--- config.mk ---
export PLATFORM = sky130hd
export DESIGN_NAME = multicycle_ctrl
export DESIGN_NICKNAME = d
export VERILOG_FILES = /design/src/rtl/multicycle_ctrl.sv
export SDC_FILE = /design/constraint.sdc
export NUM_CORES = 1
export LEC_CHECK = 0
export ABC_AREA = 1
export CAP_MARGIN = 10
export CORE_MARGIN = 1
export CORE_UTILIZATION = 41
export CTS_CLUSTER_SIZE = 20
export DETAILED_ROUTE_END_ITERATION = 12
export GPL_ROUTABILITY_DRIVEN = 0
export PLACE_DENSITY_LB_ADDON = 0.1
export SYNTH_ARGS = -nofsm -noshare
export SYNTH_HDL_FRONTEND = slang
export SYNTH_SLANG_ARGS = --single-unit
--- constraint.sdc ---
create_clock -name clk -period 5.1 [get_ports clk]
set_clock_uncertainty 0.2 [all_clocks]
set_input_delay 1.53 -clock clk [delete_from_list [all_inputs] [get_ports clk]]
set_output_delay 1.53 -clock clk [all_outputs]
set_load 0.01 [all_outputs]
--- src/rtl/multicycle_ctrl.sv ---
// Control FSM for the multi-cycle core: fetch/decode/exec/mem/wb sequencing and memory handshakes.
// Build option: define MC_CTRL_ILLEGAL_TRAP_EN to trap on unlisted opcodes instead of treating them as NOPs.
package riscv_pkg;
  parameter int XLEN = 32;
  typedef logic [6:0] opcode_t;
  localparam opcode_t OP_LOAD   = 7'b0000011;
  localparam opcode_t OP_I_TYPE = 7'b0010011;
  localparam opcode_t OP_AUIPC  = 7'b0010111;
  localparam opcode_t OP_STORE  = 7'b0100011;
  localparam opcode_t OP_R_TYPE = 7'b0110011;
  localparam opcode_t OP_LUI    = 7'b0110111;
  localparam opcode_t OP_BRANCH = 7'b1100011;
  localparam opcode_t OP_JALR   = 7'b1100111;
  localparam opcode_t OP_JAL    = 7'b1101111;
endpackage

module multicycle_ctrl #(
  parameter int XLEN = riscv_pkg::XLEN
) (
  input  logic              clk,
  input  logic              rst,
  input  riscv_pkg::opcode_t opcode,
  input  logic              branch_taken,
  output logic              imem_req,
  input  logic              imem_ready,
  output logic              dmem_req,
  output logic              dmem_we,
  input  logic              dmem_ready,
  output logic              ir_we,
  output logic              pc_we,
  output logic [1:0]        pc_sel,
  output logic [2:0]        imm_sel,
  output logic              alu_a_sel,
  output logic              alu_b_sel,
  output logic              rf_we,
  output logic [1:0]        wb_sel,
  output logic              instr_done,
  output logic              illegal
);
  import riscv_pkg::*;

  if (XLEN != 32 && XLEN != 64) begin : g_xlen_check
    $error("multicycle_ctrl: unsupported XLEN %0d", XLEN);
  end

`ifdef MC_CTRL_ILLEGAL_TRAP_EN
  typedef enum logic [2:0] {
    FETCH = 3'd0, DECODE = 3'd1, EXEC = 3'd2, MEM = 3'd3, WB = 3'd4, TRAP = 3'd5
  } state_t;
`else
  typedef enum logic [2:0] {
    FETCH = 3'd0, DECODE = 3'd1, EXEC = 3'd2, MEM = 3'd3, WB = 3'd4
  } state_t;
`endif

  localparam logic [2:0] IMM_NONE = 3'd0;
  localparam logic [2:0] IMM_I    = 3'd1;
  localparam logic [2:0] IMM_S    = 3'd2;
  localparam logic [2:0] IMM_B    = 3'd3;
  localparam logic [2:0] IMM_J    = 3'd4;
  localparam logic [2:0] IMM_U    = 3'd5;

  localparam logic [1:0] PC_PLUS4 = 2'b00;
  localparam logic [1:0] PC_IMM   = 2'b01;
  localparam logic [1:0] PC_ALU   = 2'b10;

  localparam logic [1:0] WB_ALU   = 2'b00;
  localparam logic [1:0] WB_MEM   = 2'b01;
  localparam logic [1:0] WB_PC4   = 2'b10;
  localparam logic [1:0] WB_IMM   = 2'b11;

  state_t state;
  state_t state_nxt;
  logic   set_illegal;

  function automatic logic is_listed(input opcode_t op);
    case (op)
      OP_R_TYPE, OP_I_TYPE, OP_LOAD, OP_STORE, OP_BRANCH,
      OP_JAL, OP_JALR, OP_LUI, OP_AUIPC: is_listed = 1'b1;
      default:                           is_listed = 1'b0;
    endcase
  endfunction

  function automatic logic [2:0] imm_of(input opcode_t op);
    case (op)
      OP_I_TYPE, OP_LOAD, OP_JALR: imm_of = IMM_I;
      OP_STORE:                    imm_of = IMM_S;
      OP_BRANCH:                   imm_of = IMM_B;
      OP_JAL:                      imm_of = IMM_J;
      OP_LUI, OP_AUIPC:            imm_of = IMM_U;
      default:                     imm_of = IMM_NONE;
    endcase
  endfunction

  always_ff @(posedge clk) begin
    if (rst) state <= FETCH;
    else     state <= state_nxt;
  end

`ifdef MC_CTRL_ILLEGAL_TRAP_EN
  logic illegal_q;

  always_ff @(posedge clk) begin
    if (rst)              illegal_q <= 1'b0;
    else if (set_illegal) illegal_q <= 1'b1;
  end

  // Gated so the flag reads 0 during the first reset cycle too.
  assign illegal = illegal_q & ~rst;
`else
  assign illegal = 1'b0;
`endif

  // Outputs decode from state and opcode; reset forces them low in the same cycle.
  always_comb begin
    state_nxt   = state;
    set_illegal = 1'b0;
    imem_req    = 1'b0;
    dmem_req    = 1'b0;
    dmem_we     = 1'b0;
    ir_we       = 1'b0;
    pc_we       = 1'b0;
    pc_sel      = PC_PLUS4;
    imm_sel     = IMM_NONE;
    alu_a_sel   = 1'b0;
    alu_b_sel   = 1'b0;
    rf_we       = 1'b0;
    wb_sel      = WB_ALU;
    instr_done  = 1'b0;
    if (!rst) begin
      case (state)
        FETCH: begin
          imem_req = 1'b1;
          if (imem_ready) begin
            ir_we     = 1'b1;
            state_nxt = DECODE;
          end
        end
        DECODE: begin
          imm_sel   = imm_of(opcode);
          state_nxt = EXEC;
        end
        EXEC: begin
          imm_sel = imm_of(opcode);
          case (opcode)
            OP_R_TYPE: state_nxt = WB;
            OP_I_TYPE: begin
              alu_b_sel = 1'b1;
              state_nxt = WB;
            end
            OP_LOAD, OP_STORE: begin
              alu_b_sel = 1'b1;
              state_nxt = MEM;
            end
            OP_AUIPC: begin
              alu_a_sel = 1'b1;
              alu_b_sel = 1'b1;
              state_nxt = WB;
            end
            OP_LUI: state_nxt = WB;
            OP_BRANCH: begin
              pc_we      = 1'b1;
              pc_sel     = branch_taken ? PC_IMM : PC_PLUS4;
              instr_done = 1'b1;
              state_nxt  = FETCH;
            end
            OP_JAL: begin
              rf_we      = 1'b1;
              wb_sel     = WB_PC4;
              pc_we      = 1'b1;
              pc_sel     = PC_IMM;
              instr_done = 1'b1;
              state_nxt  = FETCH;
            end
            OP_JALR: begin
              alu_b_sel  = 1'b1;
              rf_we      = 1'b1;
              wb_sel     = WB_PC4;
              pc_we      = 1'b1;
              pc_sel     = PC_ALU;
              instr_done = 1'b1;
              state_nxt  = FETCH;
            end
            default: begin
`ifdef MC_CTRL_ILLEGAL_TRAP_EN
              set_illegal = 1'b1;
              state_nxt   = TRAP;
`else
              state_nxt   = WB;
`endif
            end
          endcase
        end
        MEM: begin
          dmem_req = 1'b1;
          dmem_we  = (opcode == OP_STORE);
          if (dmem_ready) begin
            if (opcode == OP_STORE) begin
              pc_we      = 1'b1;
              pc_sel     = PC_PLUS4;
              instr_done = 1'b1;
              state_nxt  = FETCH;
            end else begin
              state_nxt  = WB;
            end
          end
        end
        WB: begin
          rf_we      = is_listed(opcode);
          wb_sel     = (opcode == OP_LOAD) ? WB_MEM :
                       (opcode == OP_LUI)  ? WB_IMM : WB_ALU;
          pc_we      = 1'b1;
          pc_sel     = PC_PLUS4;
          instr_done = 1'b1;
          state_nxt  = FETCH;
        end
`ifdef MC_CTRL_ILLEGAL_TRAP_EN
        TRAP: state_nxt = TRAP;
`endif
        default: state_nxt = FETCH;
      endcase
    end
  end

endmodule

# Word level (Yosys, flattened, before mapping)
# Cells that the tools add are included.
# word_totals
word_cells	67
reg_bits	3
# classes
n_reduce_logical	10
mux	41
n_eq_ne	15
# ops
op	n
1-bit 2-to-1 mux	23
7-bit by 6-bit == test with 1-bit output, second input constant	3
7-bit == test, second input constant	3
3-bit 2-to-1 mux	5
3-bit case mux with 5 select lines	1
7-bit by 5-bit == test with 1-bit output, second input constant	2
2-bit 2-to-1 mux	6
3-bit case mux with 4 select lines	1
9-bit OR reduction	1
2-bit OR reduction	4
7-bit by 2-bit == test with 1-bit output, second input constant	1
3-bit by 2-bit == test with 1-bit output, second input constant	2
2-bit case mux with 3 select lines	1
3-bit case mux with 2 select lines	1
3-bit OR reduction	2
5-bit OR reduction	1
2-bit != test, second input constant	2
2-bit case mux with 2 select lines	1
3-bit by 1-bit == test with 1-bit output, second input constant	1
3-bit == test, second input constant	1
3-bit zero test	1
1-bit case mux with 3 select lines	1
1-bit case mux with 2 select lines	1
2-bit AND reduction	1

# Logic depth before layout (Yosys ltp)
# Gate-level depths: netlist of the first run.
# logic_depth
ltp_word	5
mapped_depth	10
ltp_nobuf	10

# Worst setup path before layout of the first run
# No wires, ideal clock.
# synth_path
kind	input to output
startpoint	in opcode[3]
endpoint	out pc_we
slack_ns	0.975
required_time_ns	3.370
stages	8
arrival_ns	2.395
cell_sequence	inv_1 nand2_1 nor2_4 nand4_1 o21ai_1 nand2_1 nand2_1 buf_4
# synth_via
elab_chain_len	5
elab_cells_between_ends	10
classes_between	eq/ne: 4; mux: 5; reduce/logical: 1
# synth_rtl
item	line_no	text
start, declared	22	input riscv_pkg::opcode_t opcode,
7-bit == test or 7-bit by 6-bit == test with 1-bit output (tied branches)	n/a	
3-bit OR reduction (no line) or 1-bit 2-to-1 mux (tied branches)	n/a	
1-bit 2-to-1 mux, on equally long branches	n/a	
1-bit case mux with 3 select lines (*)	n/a	
1-bit 2-to-1 mux (*)	n/a	
end, declared	30	output logic pc_we,
# Mark *: on every way between the ends. The rest lies on a longest branch, timed or not.

# Worst setup path in the final report of the first run
# layout_path
startpoint	in opcode[1]
endpoint	out imm_sel[2]
# layout_via
elab_chain_len	5
elab_cells_between_ends	13
classes_between	eq/ne: 8; mux: 3; reduce/logical: 2
# layout_rtl
item	line_no	text
7-bit by 2-bit == test with 1-bit output, or another cell as far along	85	case (op)
3-bit OR reduction or 2-bit OR reduction (tied branches)	85	
3-bit case mux with 5 select lines (*)	85	
3-bit 2-to-1 mux (*)	n/a	
3-bit 2-to-1 mux (*)	130	if (!rst) begin
end, declared	32	output logic [2:0] imm_sel,
# Marks and branches as above.

==> results of run 1 <==
-- layer usage --
| metal | vias up | wire (um) |
|---|---|---|
| met3 | 0 | 87 |
| met4 | 0 | 0 |
| met2 | 30 | 763 |
| met1 | 332 | 746 |
| met5 | - | 0 |
| li1 | 406 | - |
-- final cells by class --
class / instances / share of cell area, %
flip-flops and latches: 3 / 6.58
clock buffers: 4 / 2.88
inverters: 20 / 8.22
well taps: 14 / 1.92
repair buffers: 31 / 34.8
multi-input cells: 87 / 45.6
-- worst max-delay path by stage --
stage               from    endpoint  slack (ps)  cells past startpoint
2_1_floorplan  opcode[3]       pc_we         970                      8
3_3_place_gp   opcode[5]       pc_we          40                     10
3_5_place_dp   opcode[1]  instr_done          20                      8
4_1_cts        opcode[1]  instr_done          20                      8
5_1_grt        opcode[4]   pc_sel[0]           8                      9
6_report       opcode[1]  imm_sel[2]         110                      9
-- cell usage in the layout (no fill, tap or decap) --
cell type	synthesis	routed
inv_1	18	18
nand4_1	1	1
inv_2	2	2
nand2_1	35	33
nor2_2	2	3
clkbuf_4	0	3
nand3_1	2	2
a21oi_1	5	5
a21oi_2	1	1
nor2_1	19	18
o21ai_0	1	1
o21ai_1	3	3
clkdlybuf4s50_1	0	20
a31oi_1	2	2
nand2_2	6	8
nor3b_1	1	1
a21o_1	1	1
conb_1	1	1
nor2_4	2	2
nor3_1	4	3
clkbuf_1	1	1
nand3b_1	1	1
dlymetal6s2s_1	0	7
nor3_2	0	1
buf_4	2	4
dfxtp_1	3	3
-- power by group --
group,internal [uW],switching (uW)
clock network,29.3,11.9
logic,26.2,33.0
registers,26.8,3.09
-- worst max-delay path, stage by stage --
cell,delay [ps]
clkdlybuf4s50_1,470
nand2_2,90
nor2_2,200
nand2_1,120
nand2_1,70
inv_1,50
a21o_1,150
inv_1,40
clkdlybuf4s50_1,520
-- per-stage QoR --
stage          std cells  utilization, %  instance area (um^2)  power [uW]
4_1_cts              157            73.2                   868         131
5_1_grt              159            77.0                   913         140
6_report             159            77.0                   913         130
3_5_place_dp         153            71.0                   842        87.3
2_1_floorplan        113               -                   558        64.8
3_3_place_gp         153            71.0                   842        86.0
-- cell families after synthesis --
kind of cell | after synthesis | share of synthesized area [%]
AOI/OAI and AO/OA | 13 | 13.2
buffers and inverters | 23 | 16.8
DFF | 3 | 10.8
other | 1 | 0.672
and+or+nand+nor | 73 | 58.5
-- what timing repair did --
item,in CTS,in global routing
endpoints found under the setup margin,0,8
gates resized for setup,0,11
buffers inserted,0,2
==> impl_metrics.py, run 1 <==
metrics = {
    "setup_path": {
        "crit_arrival_ps": 3260,
        "start_kind": "primary input",
        "setup.worst_path.end_class": "primary output",
        "worst-r2r-setup-slack_ps": 3700,
        "rr_endpoint": "state[0]",
        "reg2reg_depth": 8,
        "r2r_start": "state[2]",
        "crit_fanout": 4,
        "worstPathRequired_ps": 3370,
        "path_class": "primary input to primary output",
    },
    "placed_design": {
        "io_buffers": 27,
        "pre_cts_ws_ps": 21.2,
        "dp_hpwl_um": 1240,
    },
    "logic_synthesis": {
        "syn_nets": 125,
        "synthTopCellsByArea": "nand2_1, nor2_1, inv_1, dfxtp_1, nand2_2",
        "synth-seq-cells": 3,
        "async_reset_ff_share_pct": 0,
        "netlist_area_um2": 558,
        "synth_common_cells": "nand2_1, nor2_1, inv_1, nand2_2, a21oi_1",
        "yosysMostFrequentCell": "nand2_1",
        "synth_enable_flop_cells": 0,
        "ys_warn_count": 0,
        "netlist.area_leader.share_pct": 23.5,
        "ys_seq_area_share_pct": 10.8,
        "synth_top_cell_by_area": "nand2_1",
        "synth.avg_cell_area_um2": 4.94,
        "synth-main-ff-cell": "dfxtp_1",
        "syn_inst": 113,
        "ys_types": 22,
    },
    "die": {
        "coreArea_um2": 1190,
        "num_rows": 12,
        "floorplan.initialDensity_pct": 47.0,
        "die_x_um": 38.9,
        "num_io_pins": 29,
        "die_height_um": 38.9,
        "die_area_um2": 1510,
    },
    "detailed_routing": {
        "drt_iter0_drc": 41,
        "wl_per_cell_um": 10.0,
        "drc": 0,
        "drtAntennaViolNets": 0,
        "routed_wl_um": 1600,
        "first_pass_iters": 4,
        "vias_per_cell": 4.83,
        "vias": 768,
    },
    "final_layout": {
        "multi_input_area_um2": 417,
        "syn_to_final_growth_pct": 63.7,
        "layout.nets": 158,
        "top_regs": "state (3)",
        "register_area_um2": 60.1,
        "largest_reg_flops": 3,
        "diodes": 0,
        "fillers": 107,
        "top_register": "state",
        "drive_gt1_share_pct": 16.6,
    },
    "clock_tree": {
        "insertion_delay_ps": 230,
        "h-tree-depth": 1,
        "cts.sinks": 3,
        "cts_tree": "yes",
        "cts_root_buf": "clkbuf_4",
        "clkTransAtPathRegs_ps": 40,
        "cts_hold_buf": 0,
        "clockBufferDepth": 2,
        "cts_buffers": 3,
    },
    "hold_path": {
        "hp-start": "state[2]",
        "whs_path_depth": 3,
        "hold-path-endpoint": "state[2]",
        "hold_path_class": "register to register",
    },
    "global_routing": {
        "use_met3_pct": 3.47,
        "globalRouteTotalUtil_pct": 23.7,
        "use_met1_pct": 32.3,
        "grt_max_degree": 8,
        "grt_pass1_wl_um": 2440,
        "grt_most_used_layer": "met2",
        "use_met2_pct": 35.0,
        "overflow": 0,
        "grt_pass1_vias": 602,
        "antenna_found_initial": 0,
    },
    "timing": {
        "rsz0062_at_grt": "false",
        "setup_viol": 0,
        "fin_crit_sh_pct": 97.8,
        "timing.final.ws_setup_ps": 115,
        "max_freq_mhz": 201,
        "fin_crit_ps": 4990,
        "slew_viol_final": 0,
        "final.setup.tns_ps": 0,
        "hold_ws_ps": 400,
        "hold_viol_final": 0,
    },
    "run": {
        "cap_violations": 0,
    },
    "outcome": {
        "status": "complete, no violations",
    },
    "power_and_ir_drop": {
        "worst_ir_drop_vdd_uv": 140,
        "powerDensity_nw_per_um2": 143,
        "p_leak_uw": 0.000566,
    },
}
No activity file was read; power rests on OpenSTA's default activity.
==> run 2, diff against run 1 <==
- ABC_CLOCK_PERIOD_IN_PS: unset -> 5100
- CTS_BUF_LIST: unset -> sky130_fd_sc_hd__clkbuf_16
- SLEW_MARGIN: unset -> 30
==> run 2 against run 1 <==
Effect of this change: clock power grew to 3.0 times the previous value; wire length is 5.9% higher; register-to-register slack worse by 20 ps; total power is 65% higher; die area stayed put; hold slack better by 1.2 ps; clock-buffer cell count is 1 lower; combinational power is 1% higher.
==> impl_metrics.py, run 2 (synthesis results as in run 1) <==
metrics = {
    "outcome": {
        "status": "complete, no violations",
    },
    "detailed_routing": {
        "routed_wl_um": 1690,
        "drt_iter0_drc": 26,
        "drc": 0,
        "first_pass_iters": 4,
        "wl_per_cell_um": 10.6,
        "vias": 774,
        "drtAntennaViolNets": 0,
        "vias_per_cell": 4.87,
    },
    "global_routing": {
        "globalRouteTotalUtil_pct": 25.7,
        "antenna_found_initial": 0,
        "use_met1_pct": 33.0,
        "grt_pass1_vias": 626,
        "grt_most_used_layer": "met2",
        "grt_max_degree": 8,
        "use_met2_pct": 38.8,
        "use_met3_pct": 5.20,
        "grt_pass1_wl_um": 2610,
        "overflow": 0,
    },
    "setup_path": {
        "start_kind": "primary input",
        "setup.worst_path.end_class": "primary output",
        "worstPathCellList": "clkdlybuf4s50_1, inv_2, nand2_1, nor2_2, nand2_2, nand2_1, inv_1, a21o_1, inv_1, clkdlybuf4s50_1",
        "crit_fanout": 4,
        "crit_buf_inv": 5,
        "path_class": "primary input to primary output",
        "slowest_stage": "clkdlybuf4s50_1",
        "worstPathRequired_ps": 3370,
        "crit_arrival_ps": 3260,
        "slowest_delay_ps": 520,
        "critical-path-top-delay-family": "buffers and inverters",
        "cp.depth": 10,
        "reg2reg_depth": 7,
    },
    "die": {
        "num_rows": 12,
        "die_area_um2": 1510,
        "num_io_pins": 29,
        "die_x_um": 38.9,
        "floorplan.initialDensity_pct": 47.0,
        "coreArea_um2": 1190,
        "die_height_um": 38.9,
    },
    "clock_tree": {
        "cts.sinks": 3,
        "cts_root_buf": "clkbuf_16",
        "cts_buffers": 3,
        "cts_tree": "yes",
        "clkTransAtPathRegs_ps": 30,
        "cts_hold_buf": 0,
        "insertion_delay_ps": 230,
        "h-tree-depth": 1,
        "clockBufferDepth": 2,
    },
    "final_layout": {
        "layout.nets": 158,
        "top_regs": "state (3)",
        "syn_to_final_growth_pct": 73.1,
        "largest_reg_flops": 3,
        "layout_common_cells": "nand2_1, clkdlybuf4s50_1, inv_1, nor2_1, nand2_2",
        "fin_util_pct": 81.4,
        "final_common_cell": "nand2_1",
        "drive_gt1_share_pct": 16.6,
        "diodes": 0,
        "top_register": "state",
        "layoutNonFillerInstCount": 159,
    },
    "power_and_ir_drop": {
        "p_leak_uw": 0.000593,
        "powerDensity_nw_per_um2": 222,
        "worst_ir_drop_vdd_uv": 248,
    },
    "run": {
        "cap_violations": 0,
    },
    "timing": {
        "fin_crit_ps": 4990,
        "hold_viol_final": 0,
        "final.setup.tns_ps": 0,
        "max_freq_mhz": 200,
        "slew_viol_final": 0,
        "timing.final.ws_setup_ps": 106,
        "hold_ws_ps": 402,
        "fin_crit_sh_pct": 97.9,
        "rsz0062_at_grt": "false",
        "setup_viol": 0,
    },
    "placed_design": {
        "dp_hpwl_um": 1240,
        "dp_cells": 153,
        "io_buffers": 27,
        "pre_cts_ws_ps": 21.2,
    },
    "hold_path": {
        "hold_path_class": "register to register",
        "whs_path_depth": 3,
    },
}
## run 2: cell types whose count changed in the layout (fill, tap and decap cells not counted)
cell	previous run	this run
clkbuf_4	3	0
clkbuf_1	1	0
clkbuf_16	0	3
inv_1	18	19
## run 2: path summary, 6_finish.rpt
path              from    endpoint  slack [ps]
max          opcode[6]  imm_sel[2]         110
min           state[2]    state[2]         400
min reg2reg   state[2]    state[2]         400
max reg2reg   state[0]    state[0]        3680
## run 2: what timing repair did
| action | in CTS | in global routing |
|---|---|---|
| setup endpoints to repair | 0 | 8 |
| setup buffers | 0 | 2 |
| resized for setup | 0 | 11 |
## run 2: layout make-up
type / count / area (um^2)
inverter: 20 / 75.1
tap: 14 / 17.5
fill: 93 / 220
clock inverter: 1 / 3.75
clock buffer: 3 / 75.1
timing repair buffer: 31 / 318
multi-input combinational: 87 / 417
sequential: 3 / 60.1
## run 2: report_power, final
| group | leakage [uW] | internal [uW] | total (uW) | switching (uW) |
|---|---|---|---|---|
| logic | 0.000527 | 26.2 | 59.8 | 33.6 |
| clock network | 0.0000423 | 101 | 124 | 23.2 |
| registers | 0.0000246 | 26.9 | 30.3 | 3.43 |
## run 2: tightest hold or removal path, stage by stage, from the launching register on
cell and delay [ps]:
dfxtp_1 380, nor3_1 80, nand2_1 60, inv_1 40
## run 2: through the flow
stage	instance area (um^2)	total power, uW
floorplan	558	64.8
global placement	842	86.0
detailed placement	842	87.3
CTS	921	214
global route	966	224
finish	966	215
## run 2: layer usage
metal	wire (um)	vias up
met1	776	330
met5	0	-
met4	22	0
met3	97	3
li1	-	407
met2	795	34
